### config.mk
export PLATFORM = sky130hd
export DESIGN_NAME = vga_mode_sequencer
export DESIGN_NICKNAME = d
export VERILOG_FILES = /design/src/rtl/vga_pkg.sv /design/src/rtl/vga_frame_timer.sv /design/src/rtl/vga_mode_sequencer.sv
export SDC_FILE = /design/constraint.sdc
export NUM_CORES = 1
export LEC_CHECK = 0
export CORE_MARGIN = 4
export CORE_UTILIZATION = 40
export DETAILED_ROUTE_END_ITERATION = 12
export PLACE_DENSITY = 0.58
export SETUP_SLACK_MARGIN = 0.2
export SYNTH_ARGS = -nofsm -noshare
export SYNTH_HDL_FRONTEND = slang
export SYNTH_SLANG_ARGS = --single-unit
### constraint.sdc
create_clock -name clk -period 4.55 [get_ports clk]
set_input_delay 0.6825 -clock clk [delete_from_list [all_inputs] [get_ports clk]]
set_output_delay 0.6825 -clock clk [all_outputs]
set_load 0.005 [all_outputs]
### src/rtl/vga_pkg.sv
// Shared types, code points and step functions for the face streamer's
// configuration sequencer.
package vga_pkg;

    typedef enum logic [1:0] {
        FACE_WOLF   = 2'd0,
        FACE_P2     = 2'd1,
        FACE_COLOUR = 2'd2
    } face_t;

    typedef enum logic {
        ST_IDLE  = 1'b0,
        ST_ARMED = 1'b1
    } seq_state_t;

    localparam logic [3:0] FILT_NONE    = 4'b0000;
    localparam logic [3:0] FILT_INVERT  = 4'b0001;
    localparam logic [3:0] FILT_LIGHTEN = 4'b0010;
    localparam logic [3:0] FILT_DARKEN  = 4'b0100;
    localparam logic [3:0] FILT_RED     = 4'b0011;
    localparam logic [3:0] FILT_GREY    = 4'b1000;
    localparam logic [3:0] FILT_BLUR    = 4'b1111;

    localparam int VGA_W        = 640;
    localparam int VGA_H        = 480;
    localparam int SRC_W        = 160;
    localparam int SRC_H        = 120;
    localparam int FRAME_PIXELS = VGA_W * VGA_H;

    function automatic face_t next_face(input face_t f);
        case (f)
            FACE_WOLF: next_face = FACE_P2;
            FACE_P2:   next_face = FACE_COLOUR;
            default:   next_face = FACE_WOLF;
        endcase
    endfunction

    // Illegal codes fall back to FILT_NONE so a stray value self-heals.
    function automatic logic [3:0] next_filter(input logic [3:0] f);
        case (f)
            FILT_NONE:    next_filter = FILT_INVERT;
            FILT_INVERT:  next_filter = FILT_LIGHTEN;
            FILT_LIGHTEN: next_filter = FILT_DARKEN;
            FILT_DARKEN:  next_filter = FILT_RED;
            FILT_RED:     next_filter = FILT_GREY;
            FILT_GREY:    next_filter = FILT_BLUR;
            default:      next_filter = FILT_NONE;
        endcase
    endfunction

    function automatic logic filter_legal(input logic [3:0] f);
        case (f)
            FILT_NONE, FILT_INVERT, FILT_LIGHTEN, FILT_DARKEN,
            FILT_RED, FILT_GREY, FILT_BLUR: filter_legal = 1'b1;
            default:                        filter_legal = 1'b0;
        endcase
    endfunction

endpackage

### src/rtl/vga_frame_timer.sv
// Auto-slideshow frame counter: emits a tick on the frame_end that completes
// AUTO_FRAMES idle frames.
module vga_frame_timer
    import vga_pkg::*;
#(
    parameter int AUTO_FRAMES = 180
) (
    input  logic clk,
    input  logic reset_n,
    input  logic frame_end,
    input  logic auto_en,
    input  logic count_en,
    input  logic clear,
    output logic tick
);

    localparam logic [15:0] LAST = 16'(AUTO_FRAMES - 1);

    logic [15:0] cnt_reg;
    logic        at_last;

    assign at_last = (cnt_reg == LAST);
    assign tick    = auto_en & count_en & frame_end & at_last;

    always_ff @(posedge clk) begin
        if (!reset_n) begin
            cnt_reg <= '0;
        end else if (!auto_en || clear) begin
            cnt_reg <= '0;
        end else if (frame_end && count_en) begin
            cnt_reg <= at_last ? 16'd0 : cnt_reg + 16'd1;
        end
    end

endmodule

### src/rtl/vga_mode_sequencer.sv
// Arbitrates command, key and slideshow requests for face/filter selection
// and commits the staged choice only on a frame boundary.
module vga_mode_sequencer
    import vga_pkg::*;
#(
    parameter int AUTO_FRAMES = 180,
    parameter int FRAME_CNT_W = 16
) (
    input  logic                   clk,
    input  logic                   reset_n,
    input  logic                   pix_fire,
    input  logic                   pix_eop,
    input  logic                   key_face,
    input  logic                   key_filter,
    input  logic                   auto_en,
    input  logic                   cmd_valid,
    output logic                   cmd_ready,
    input  logic [1:0]             cmd_face,
    input  logic [3:0]             cmd_filter,
    output logic [1:0]             face_select,
    output logic [3:0]             filter_select,
    output logic                   cfg_pending,
    output logic                   cmd_error,
    output logic [FRAME_CNT_W-1:0] frame_cnt
);

    seq_state_t             state_reg,         state_next;
    face_t                  face_reg,          face_next;
    logic [3:0]             filter_reg,        filter_next;
    face_t                  staged_face_reg,   staged_face_next;
    logic [3:0]             staged_filter_reg, staged_filter_next;
    logic                   cmd_error_reg,     cmd_error_next;
    logic [FRAME_CNT_W-1:0] frame_cnt_reg;

    logic  frame_end;
    logic  auto_tick;
    logic  stage_clear;
    logic  cmd_legal;
    face_t armed_face;
    logic [3:0] armed_filter;

    assign frame_end = pix_fire & pix_eop;
    assign cmd_legal = (cmd_face != 2'd3) && filter_legal(cmd_filter);

    vga_frame_timer #(
        .AUTO_FRAMES(AUTO_FRAMES)
    ) u_timer (
        .clk       (clk),
        .reset_n   (reset_n),
        .frame_end (frame_end),
        .auto_en   (auto_en),
        .count_en  (state_reg == ST_IDLE),
        .clear     (stage_clear),
        .tick      (auto_tick)
    );

    // Key pulses landing while armed stack onto the staged fields.
    assign armed_face   = key_face   ? next_face(staged_face_reg)     : staged_face_reg;
    assign armed_filter = key_filter ? next_filter(staged_filter_reg) : staged_filter_reg;

    always_comb begin
        state_next         = state_reg;
        face_next          = face_reg;
        filter_next        = filter_reg;
        staged_face_next   = staged_face_reg;
        staged_filter_next = staged_filter_reg;
        cmd_error_next     = 1'b0;
        stage_clear        = 1'b0;

        case (state_reg)
            ST_IDLE: begin
                // A command owns the cycle even when rejected.
                if (cmd_valid) begin
                    if (cmd_legal) begin
                        staged_face_next   = face_t'(cmd_face);
                        staged_filter_next = cmd_filter;
                        stage_clear        = 1'b1;
                        state_next         = ST_ARMED;
                    end else begin
                        cmd_error_next = 1'b1;
                    end
                end else if (key_face || key_filter) begin
                    staged_face_next   = key_face   ? next_face(face_reg)     : face_reg;
                    staged_filter_next = key_filter ? next_filter(filter_reg) : filter_reg;
                    stage_clear        = 1'b1;
                    state_next         = ST_ARMED;
                end else if (auto_tick) begin
                    staged_face_next   = next_face(face_reg);
                    staged_filter_next = filter_reg;
                    state_next         = ST_ARMED;
                end
            end
            default: begin
                staged_face_next   = armed_face;
                staged_filter_next = armed_filter;
                if (frame_end) begin
                    face_next   = armed_face;
                    filter_next = armed_filter;
                    state_next  = ST_IDLE;
                end
            end
        endcase
    end

    always_ff @(posedge clk) begin
        if (!reset_n) begin
            state_reg         <= ST_IDLE;
            face_reg          <= FACE_WOLF;
            filter_reg        <= FILT_NONE;
            staged_face_reg   <= FACE_WOLF;
            staged_filter_reg <= FILT_NONE;
            cmd_error_reg     <= 1'b0;
            frame_cnt_reg     <= '0;
        end else begin
            state_reg         <= state_next;
            face_reg          <= face_next;
            filter_reg        <= filter_next;
            staged_face_reg   <= staged_face_next;
            staged_filter_reg <= staged_filter_next;
            cmd_error_reg     <= cmd_error_next;
            if (frame_end) begin
                frame_cnt_reg <= frame_cnt_reg + 1'b1;
            end
        end
    end

    assign cmd_ready     = (state_reg == ST_IDLE);
    assign cfg_pending   = (state_reg == ST_ARMED);
    assign face_select   = face_reg;
    assign filter_select = filter_reg;
    assign cmd_error     = cmd_error_reg;
    assign frame_cnt     = frame_cnt_reg;

endmodule

# --- Word-level counts from Yosys, hierarchy flattened ---
# Cells that the tools add are included.
op_classes:
  add_sub_neg: 2
  n_eq_ne: 21
  mux: 30
  bitwise_logic: 7
  n_reduce_logical: 16
op_table:
  columns: ["op", "n"]
  rows:
  - ["4-bit case mux with 6 select lines", 2]
  - ["16-bit by 1-bit adder with 16-bit output, second input constant", 2]
  - ["4-bit 2-to-1 mux", 7]
  - ["4-bit by 2-bit == test with 1-bit output, second input constant", 6]
  - ["16-bit by 8-bit == test with 1-bit output, second input constant", 1]
  - ["4-bit == test, second input constant", 4]
  - ["16-bit 2-to-1 mux", 1]
  - ["2-bit 2-to-1 mux", 7]
  - ["4-bit by 1-bit == test with 1-bit output, second input constant", 3]
  - ["4-bit by 3-bit == test with 1-bit output, second input constant", 3]
  - ["4-bit zero test", 3]
  - ["1-bit 2-to-1 mux", 11]
  - ["2-bit case mux with 2 select lines", 2]
  - ["7-bit OR reduction", 1]
  - ["1-bit bitwise AND", 4]
  - ["2-bit by 1-bit == test with 1-bit output, second input constant", 2]
  - ["2-bit zero test", 2]
  - ["2-bit AND reduction", 2]
  - ["4-bit nonzero test", 1]
  - ["3-bit by 1-bit inequality test with 1-bit output, second input constant", 1]
  - ["1-bit NOT", 3]
  - ["3-bit OR reduction", 1]
  - ["1-bit logical AND", 2]
  - ["1-bit logical OR", 2]
  - ["3 further kinds", 3]
totals:
  register_bits: 46
  input_bits: 14
  output_inout_bits: 25
  elab_cells: 84

# --- Depth between registers and ports, before layout ---
# Gate-level depths: netlist of run 1.
logic_depth:
  ltp_word: 9
  ltp_mapped: 8

# --- Modules after synthesis ---
# From an unflattened synthesis of run 1, not the netlist that was laid out.
unflattened:
  hier_cells: 291
  hier_area_um2: 2461.1
by_module_without_submodules:
  columns: ["mod", "instances", "cells_per_inst", "area_per_inst_um2", "seq_area_each_um2"]
  rows:
  - ["vga_mode_sequencer", 1, 203, 1684.1, 600.6]
  - ["vga_frame_timer", 1, 88, 777.0, 320.3]

# --- Worst setup path after synthesis of run 1 ---
# Ideal clock, no wire load.
synth_timing:
  path_kind: "input port to flip-flop"
  startpoint: "input cmd_valid"
  endpoint: "register staged_face_reg[1]"
  arrival_time_ps: 1788
  setup_slack_ps: 2702
  path_stages: 5
  n_path_buf: 1
  cell_sequence: "buf_2 inv_1 or4b_1 a211oi_1 o31a_1"
synth_between:
  elab_chain_cells: 2
  word_cells_on_any_way: 5
  classes_between: "eq/ne: 1; mux: 2; reduce/logical: 2"
synth_rtl:
  columns: ["element", "line_no", "source"]
  rows:
  - ["start: declaration", "vga_mode_sequencer.sv:16", "input logic cmd_valid,"]
  - ["3-bit by 1-bit inequality test with 1-bit output (no line) (tied with other cells)", null, null]
  - ["2-bit AND reduction (no line) / 2-bit 2-to-1 mux (equally long branches)", null, null]
  - ["end signal: assignment", "vga_mode_sequencer.sv:118", "staged_face_reg <= staged_face_next;"]
  - ["end: declaration", "vga_mode_sequencer.sv:30", "face_t staged_face_reg, staged_face_next;"]
# Several ways; a longest one is shown, not always the timed one.
# A chain may end at the register's enable or synchronous reset.

# --- Final worst setup path of run 1 ---
layout_timing:
  startpoint: "input key_filter"
  endpoint: "register u_timer.cnt_reg[11]"
layout_between:
  elab_chain_cells: 6
layout_rtl:
  columns: ["element", "line_no", "source"]
  rows:
  - ["start: declaration", "vga_mode_sequencer.sv:14", "input logic key_filter,"]
  - ["1-bit logical OR", "vga_mode_sequencer.sv:82", "end else if (key_face || key_filter) begin"]
  - ["1-bit 2-to-1 mux", "vga_mode_sequencer.sv:82", null]
  - ["1-bit 2-to-1 mux", "vga_mode_sequencer.sv:73", "if (cmd_valid) begin"]
  - ["1-bit 2-to-1 mux", "vga_mode_sequencer.sv:70", "case (state_reg)"]
  - ["1-bit logical OR", "vga_frame_timer.sv:28", "end else if (!auto_en || clear) begin"]
  - ["2-bit OR reduction (no line)", null, null]
  - ["end signal: assignment", "vga_frame_timer.sv:31", "cnt_reg <= at_last ? 16'd0 : cnt_reg + 16'd1;"]
  - ["end: declaration", "vga_frame_timer.sv:19", "logic [15:0] cnt_reg;"]
# Every way passes these cells.

==> results of run 1 <==
[cells by family (layout without fill, tap and decap cells)]
family,Yosys count,in the layout,synth area share
AND/OR/NAND/NOR,136,136,0.304
AO/OA/AOI/OAI,62,62,0.178
flip-flops,46,46,0.357
XOR/XNOR,27,27,0.0918
buffers and inverters,26,59,0.0432
multiplexers,4,4,0.0160
adder cells (fa/ha/maj),2,2,0.00971
[synthesized netlist by cell type (6+ instances only)]
cell / n
nor3_1: 6
nand3_1: 11
xnor2_1: 12
xor2_1: 15
nor2_1: 25
o21ai_0: 11
clkbuf_1: 7
nand2_1: 32
and2_1: 15
nor2b_1: 6
dfxtp_1: 46
nor3_2: 6
a21boi_1: 6
inv_1: 9
[path summary, 6_finish.rpt]
| check | to | slack [ns] |
|---|---|---|
| max | u_timer.cnt_reg[11] | 2.18 |
| min | u_timer.cnt_reg[1] | 0.49 |
| max reg2reg | staged_filter_reg[2] | 2.33 |
| min reg2reg | u_timer.cnt_reg[1] | 0.49 |
[metrics by stage]
stage / power [µW] / cell area [µm²] / setup slack [ns] / hold WS (ns) / util
finish: 805 / 3080 / 2.18 / 0.491 / 0.506
global route: 844 / 3080 / 2.04 / 0.531 / 0.506
CTS: 812 / 3080 / 2.20 / 0.491 / 0.506
detailed placement: 553 / 2990 / 1.88 / 0.479 / 0.491
global placement: 554 / 2990 / 1.92 / 0.462 / 0.491
floorplan: 510 / 2580 / 2.70 / 0.449 / -
[where the power goes]
group | internal [µW] | total (µW) | switching (µW)
clock | 123 | 260 | 137
sequential | 414 | 434 | 20.5
combinational | 54.7 | 110 | 55.6
[layer usage]
| layer | wire length, µm | part of all wire | track usage | vias up |
|---|---|---|---|---|
| met5 | 0 | 0 | 0 | - |
| li1 | - | - | - | 1137 |
| met1 | 2770 | 0.50 | 0.214 | 1019 |
| met2 | 2380 | 0.43 | 0.222 | 69 |
| met3 | 366 | 0.066 | 0.0317 | 5 |
| met4 | 64 | 0.011 | 0.0412 | 0 |
[cell type report]
class,count,area share
Sequential cell,46,0.299
Tap cell,75,0.0304
Clock buffer,7,0.0280
Multi-Input combinational cell,231,0.501
Inverter,12,0.0146
Clock inverter,1,0.00162
Timing Repair Buffer,39,0.126
[worst max-delay path, cell delays in order]
cell and delay (ns):
clkdlybuf4s50_1 0.73, nor3_2 0.44, nor2_1 0.11, a211o_1 0.48, nor2_1 0.15
==> impl_metrics.csv, run 1 <==
group,metric,value,unit
cts,root_buffer,"clkbuf_8",
floorplanning,coreArea,6100,µm²
global_routing,first_global_vias,1953,
cells_and_area,syn_to_final_growth,19.7,%
cts,ctsHoldBuffers,0,
cts,cts.clk_slew.worst_paths,0.09,ns
logic_synthesis,synth.distinct_cells,58,
run_status,status,"completed",
setup_path,crit_type,"in -> reg",
floorplanning,die_w,88.3,µm
timing,rsz0062_at_grt,"no",
setup_path,crit_path_end_kind,"register",
cts,cts_buffers,5,
setup_path,reg2reg_depth,6,
cells_and_area,seq_area,921,µm²
cts,h-tree-depth,2,
cells_and_area,fin_nets,351,
detailed_routing,ant_nets,0,
placed_design,dpl.cell_count,403,
detailed_routing,drc,0,
detailed_routing,drt_wl_total,5.58,mm
min_path,hold_path_depth,2,
logic_synthesis,syn_area,2580,µm²
cts,cts_setup_buffers,0,
timing,period_needed,2.37,ns
cells_and_area,fillers,603,
logic_synthesis,synthArstFlopShare,0,
logic_synthesis,yosysTopAreaCellShare,0.357,
logic_synthesis,syn_nets,319,
timing,tns,0,ns
floorplanning,rows,28,
timing,fmax,422,MHz
logic_synthesis,syn_avg_cell_area,8.50,µm²
cts,clkSinkCount,46,
timing,slew_headroom,0.530,
setup_path,startpoint_type,"input port",
timing,drv_slew,0,
logic_synthesis,synthFlopType,"dfxtp_1",
cells_and_area,multi_input_area,1540,µm²
cells_and_area,antenna_cells,0,
logic_synthesis,ys_warn_count,0,
setup_path,reg2reg_from,"u_timer.cnt_reg[0]",
cts,post_cts_resized,0,
setup_path,crit_path_start,"key_filter",
floorplanning,die_h,88.3,µm
global_routing,antenna_found_initial,0,
global_routing,grt_pass1_wl,9.21,mm
min_path,hold_class,"reg -> reg",
power,power_density,261,nW/µm²
timing,min_period_over_period,0.521,
timing,hold_viol,0,
cells_and_area,drive_gt1_frac,0.0774,
placed_design,io_buffers,38,
floorplanning,ios,39,
power,p_leak,0.00114,µW
global_routing,grt.total_usage,0.148,
detailed_routing,drtIter0Drc,89,
timing,finClkSkew,0.00933,ns
detailed_routing,dr.pass1.iters,4,
placed_design,place_hpwl,4.05,mm
cells_and_area,final_common_cell,"dfxtp_1",
logic_synthesis,ys_seq_area_frac,0.357,
run,cap_viol_max_count,0,
global_routing,grt_max_degree,32,
cts,clockBufferDepth,2,
detailed_routing,wl_per_cell,13.6,µm
setup_path,worst_ep_arrival_time,2.60,ns
logic_synthesis,ys_ff_latch,46,
cts,clk_latency,0.30,ns
timing,finalSetupViolCount,0,
min_path,min_from,"u_timer.cnt_reg[1]",
detailed_routing,viasPerCell,5.43,
logic_synthesis,synthCells,303,
cells_and_area,final_cell_mix,"dfxtp_1, clkdlybuf4s50_1, nand2_1, nor2_1",
floorplanning,fp.dieArea,7790,µm²
detailed_routing,vias,2230,
cells_and_area,instances_no_fill,411,
placed_design,place_congestion,0.740,
setup_path,required,4.78,ns
logic_synthesis,yosysTopAreaCell,"dfxtp_1",
power,peakVddDrop,0.000140,V
logic_synthesis,synthTopCellsByArea,"dfxtp_1, xor2_1, nand2_1",
cts,cts_tree,"yes",
timing,tightest_slew,0.703,ns
floorplanning,start_util,0.423,
logic_synthesis,synth_enable_flop_cells,0,
global_routing,grt_overflow,0,
setup_path,cp_max_fo,16,
(Power assumes the default switching activity.)
==> inputs of run 2 (changes only) <==
--- a/config.mk
+++ b/config.mk
@@ -8,7 +8,7 @@
 export CORE_MARGIN = 4
 export CORE_UTILIZATION = 40
 export DETAILED_ROUTE_END_ITERATION = 12
-export PLACE_DENSITY = 0.58
+export PLACE_DENSITY = 0.6
 export SETUP_SLACK_MARGIN = 0.2
 export SYNTH_ARGS = -nofsm -noshare
 export SYNTH_HDL_FRONTEND = slang
==> constraint.sdc (replaced) <==
create_clock -name clk -period 1.91 [get_ports clk]
set_input_delay 0.2865 -clock clk [delete_from_list [all_inputs] [get_ports clk]]
set_output_delay 0.2865 -clock clk [all_outputs]
set_load 0.005 [all_outputs]
==> run 2 against run 1 <==
Net effect: worst hold slack worse by 0.029 ns; sequential power rose by 140%; non-clock buffer count up 36; critical path type is now reg -> reg; die area unchanged; first-iteration DRC count shrank 19%; critical endpoint is now staged_filter_reg[0]; worst setup slack got worse by 1.9 ns; total power up 150%; largest cell class unchanged; count of clock-buffer cells in the layout shrank 1.
==> impl_metrics.csv, run 2 (synthesis gave the netlist of run 1 again) <==
group,metric,value,unit
run_status,status,"completed",
min_path,hold_class,"in -> reg",
timing,period_needed,1.66,ns
cells_and_area,final_common_cell,"dfxtp_1",
floorplanning,start_util,0.423,
placed_design,io_buffers,38,
floorplanning,ios,39,
cells_and_area,antenna_cells,0,
placed_design,dpl.cell_count,434,
global_routing,grt.total_usage,0.161,
power,seqPwrFrac,0.516,
detailed_routing,ant_nets,0,
floorplanning,coreArea,6100,µm²
setup_path,crit_path_end_kind,"register",
cells_and_area,fin_nets,388,
cells_and_area,post-route-cell-area,3510,µm²
detailed_routing,drt_wl_total,6.33,mm
cts,cts_tree,"yes",
timing,rsz0062_at_grt,"yes",
timing,tns,0,ns
cts,h-tree-depth,2,
floorplanning,fp.dieArea,7790,µm²
setup_path,crit_type,"reg -> reg",
global_routing,first_global_vias,2226,
power,power_density,568,nW/µm²
cts,clk_latency,0.30,ns
detailed_routing,drtIter0Drc,72,
global_routing,grt_max_degree,15,
power,p_comb_frac,0.169,
global_routing,grt_pass1_wl,10.1,mm
timing,finalSetupViolCount,0,
power,peakVddDrop,0.000321,V
timing,fmax,603,MHz
cts,root_buffer,"clkbuf_8",
cts,clkSinkCount,46,
placed_design,placed_cell_area,3220,µm²
cts,cts_buffers,5,
detailed_routing,dr.pass1.iters,5,
cells_and_area,syn_to_final_growth,36.2,%
placed_design,place_hpwl,4.38,mm
timing,fin_hold_ws,0.461,ns
global_routing,grt_overflow,0,
cells_and_area,instances_no_fill,448,
placed_design,place_ws,-0.173,ns
cts,cts.clk_slew.worst_paths,0.09,ns
timing,drv_slew,0,
min_path,min_from,"cmd_filter[1]",
detailed_routing,wl_per_cell,14.1,µm
power,p_int,1450,µW
power,switching_share,0.272,
setup_path,worst_ep_arrival_time,1.90,ns
setup_path,crit_path_start,"u_timer.cnt_reg[0]",
cts,clockBufferDepth,2,
run,cap_viol_max_count,0,
floorplanning,rows,28,
timing,worst_slack,0.253,ns
global_routing,antenna_found_initial,0,
power,p_switching,541,µW
timing,slew_headroom,0.750,
setup_path,reg2reg_from,"u_timer.cnt_reg[0]",
timing,finClkSkew,0.00757,ns
placed_design,place_congestion,0.792,
floorplanning,die_h,88.3,µm
power,p_leak,0.00139,µW
timing,tightest_slew,0.366,ns
detailed_routing,viasPerCell,5.31,
power,clockPowerShare,0.315,
setup_path,cp_max_fo,6,
setup_path,startpoint_type,"register",
detailed_routing,vias,2377,
cells_and_area,drive_gt1_frac,0.220,
cells_and_area,final_cell_mix,"dfxtp_1, buf_4, clkdlybuf4s50_1, nand2_1, nor2_1",
setup_path,required,2.15,ns
timing,hold_viol,0,
floorplanning,die_w,88.3,µm
detailed_routing,drc,0,
timing,min_period_over_period,0.868,
==> run 2: final timing paths <==
| path | end | slack, ns | depth (start not counted) |
|---|---|---|---|
| worst max register to register | staged_filter_reg[0] | 0.25 | 6 |
| worst min register to register | frame_cnt[9] | 0.52 | 2 |
| worst max-delay path | staged_filter_reg[0] | 0.25 | 6 |
| worst min-delay path | staged_filter_reg[1] | 0.46 | 3 |
==> run 2: stage by stage <==
step	total power, µW	util
3_3_place_gp	1350	0.529
2_1_floorplan	1220	-
3_5_place_dp	1350	0.529
4_1_cts	1990	0.554
6_report	1990	0.576
5_1_grt	2100	0.576
==> run 2: power by group through the flow <==
stage / Sequential [µW] / Clock [µW] / Combinational (µW)
2_1_floorplan: 1030 / 0 / 185
3_3_place_gp: 1050 / 0 / 303
3_5_place_dp: 1050 / 0 / 304
4_1_cts: 1030 / 651 / 310
5_1_grt: 1030 / 695 / 372
6_report: 1030 / 628 / 337
==> run 2: per-layer routing <==
metal | global-route usage | vias up | part of all wire | wire [µm]
met5 | 0 | - | 0 | 0
met4 | 0.0481 | 0 | 0.014 | 88
met3 | 0.0270 | 8 | 0.045 | 287
met2 | 0.260 | 49 | 0.46 | 2940
met1 | 0.220 | 1102 | 0.48 | 3010
li1 | - | 1218 | - | -
==> run 2: final cells by class <==
cell class / instances / area, µm²
clock buffer: 6 / 82.6
clock inverter: 2 / 12.5
fill: 577 / 2590
inverter: 12 / 50.0
multi-input combinational: 232 / 1660
sequential: 46 / 931
tap: 75 / 93.8
timing repair buffer: 75 / 676
==> run 2: critical path, cell delays in order, from the launching register on <==
cell and delay (ns):
dfxtp_2 0.36, ha_4 0.14, nor3b_4 0.22, nand4_4 0.17, o21a_2 0.31, nor3_1 0.21, o311a_1 0.20
==> run 2: timing repair <==
item / in CTS / in global routing
pin swaps: 2 / 12
cloned: 0 / 1
hold buffers: 0 / 0
endpoints found under the setup margin: 19 / 22
setup buffers: 2 / 3
gates resized for setup: 10 / 25
==> inputs of run 3 (changes only) <==
--- a/config.mk
+++ b/config.mk
@@ -5,6 +5,7 @@
 export SDC_FILE = /design/constraint.sdc
 export NUM_CORES = 1
 export LEC_CHECK = 0
+export ABC_CLOCK_PERIOD_IN_PS = 1910
 export CORE_MARGIN = 4
 export CORE_UTILIZATION = 40
 export DETAILED_ROUTE_END_ITERATION = 12
==> results of run 3 <==
Same layout as run 2: the final DEF is identical, and so are final timing and power.
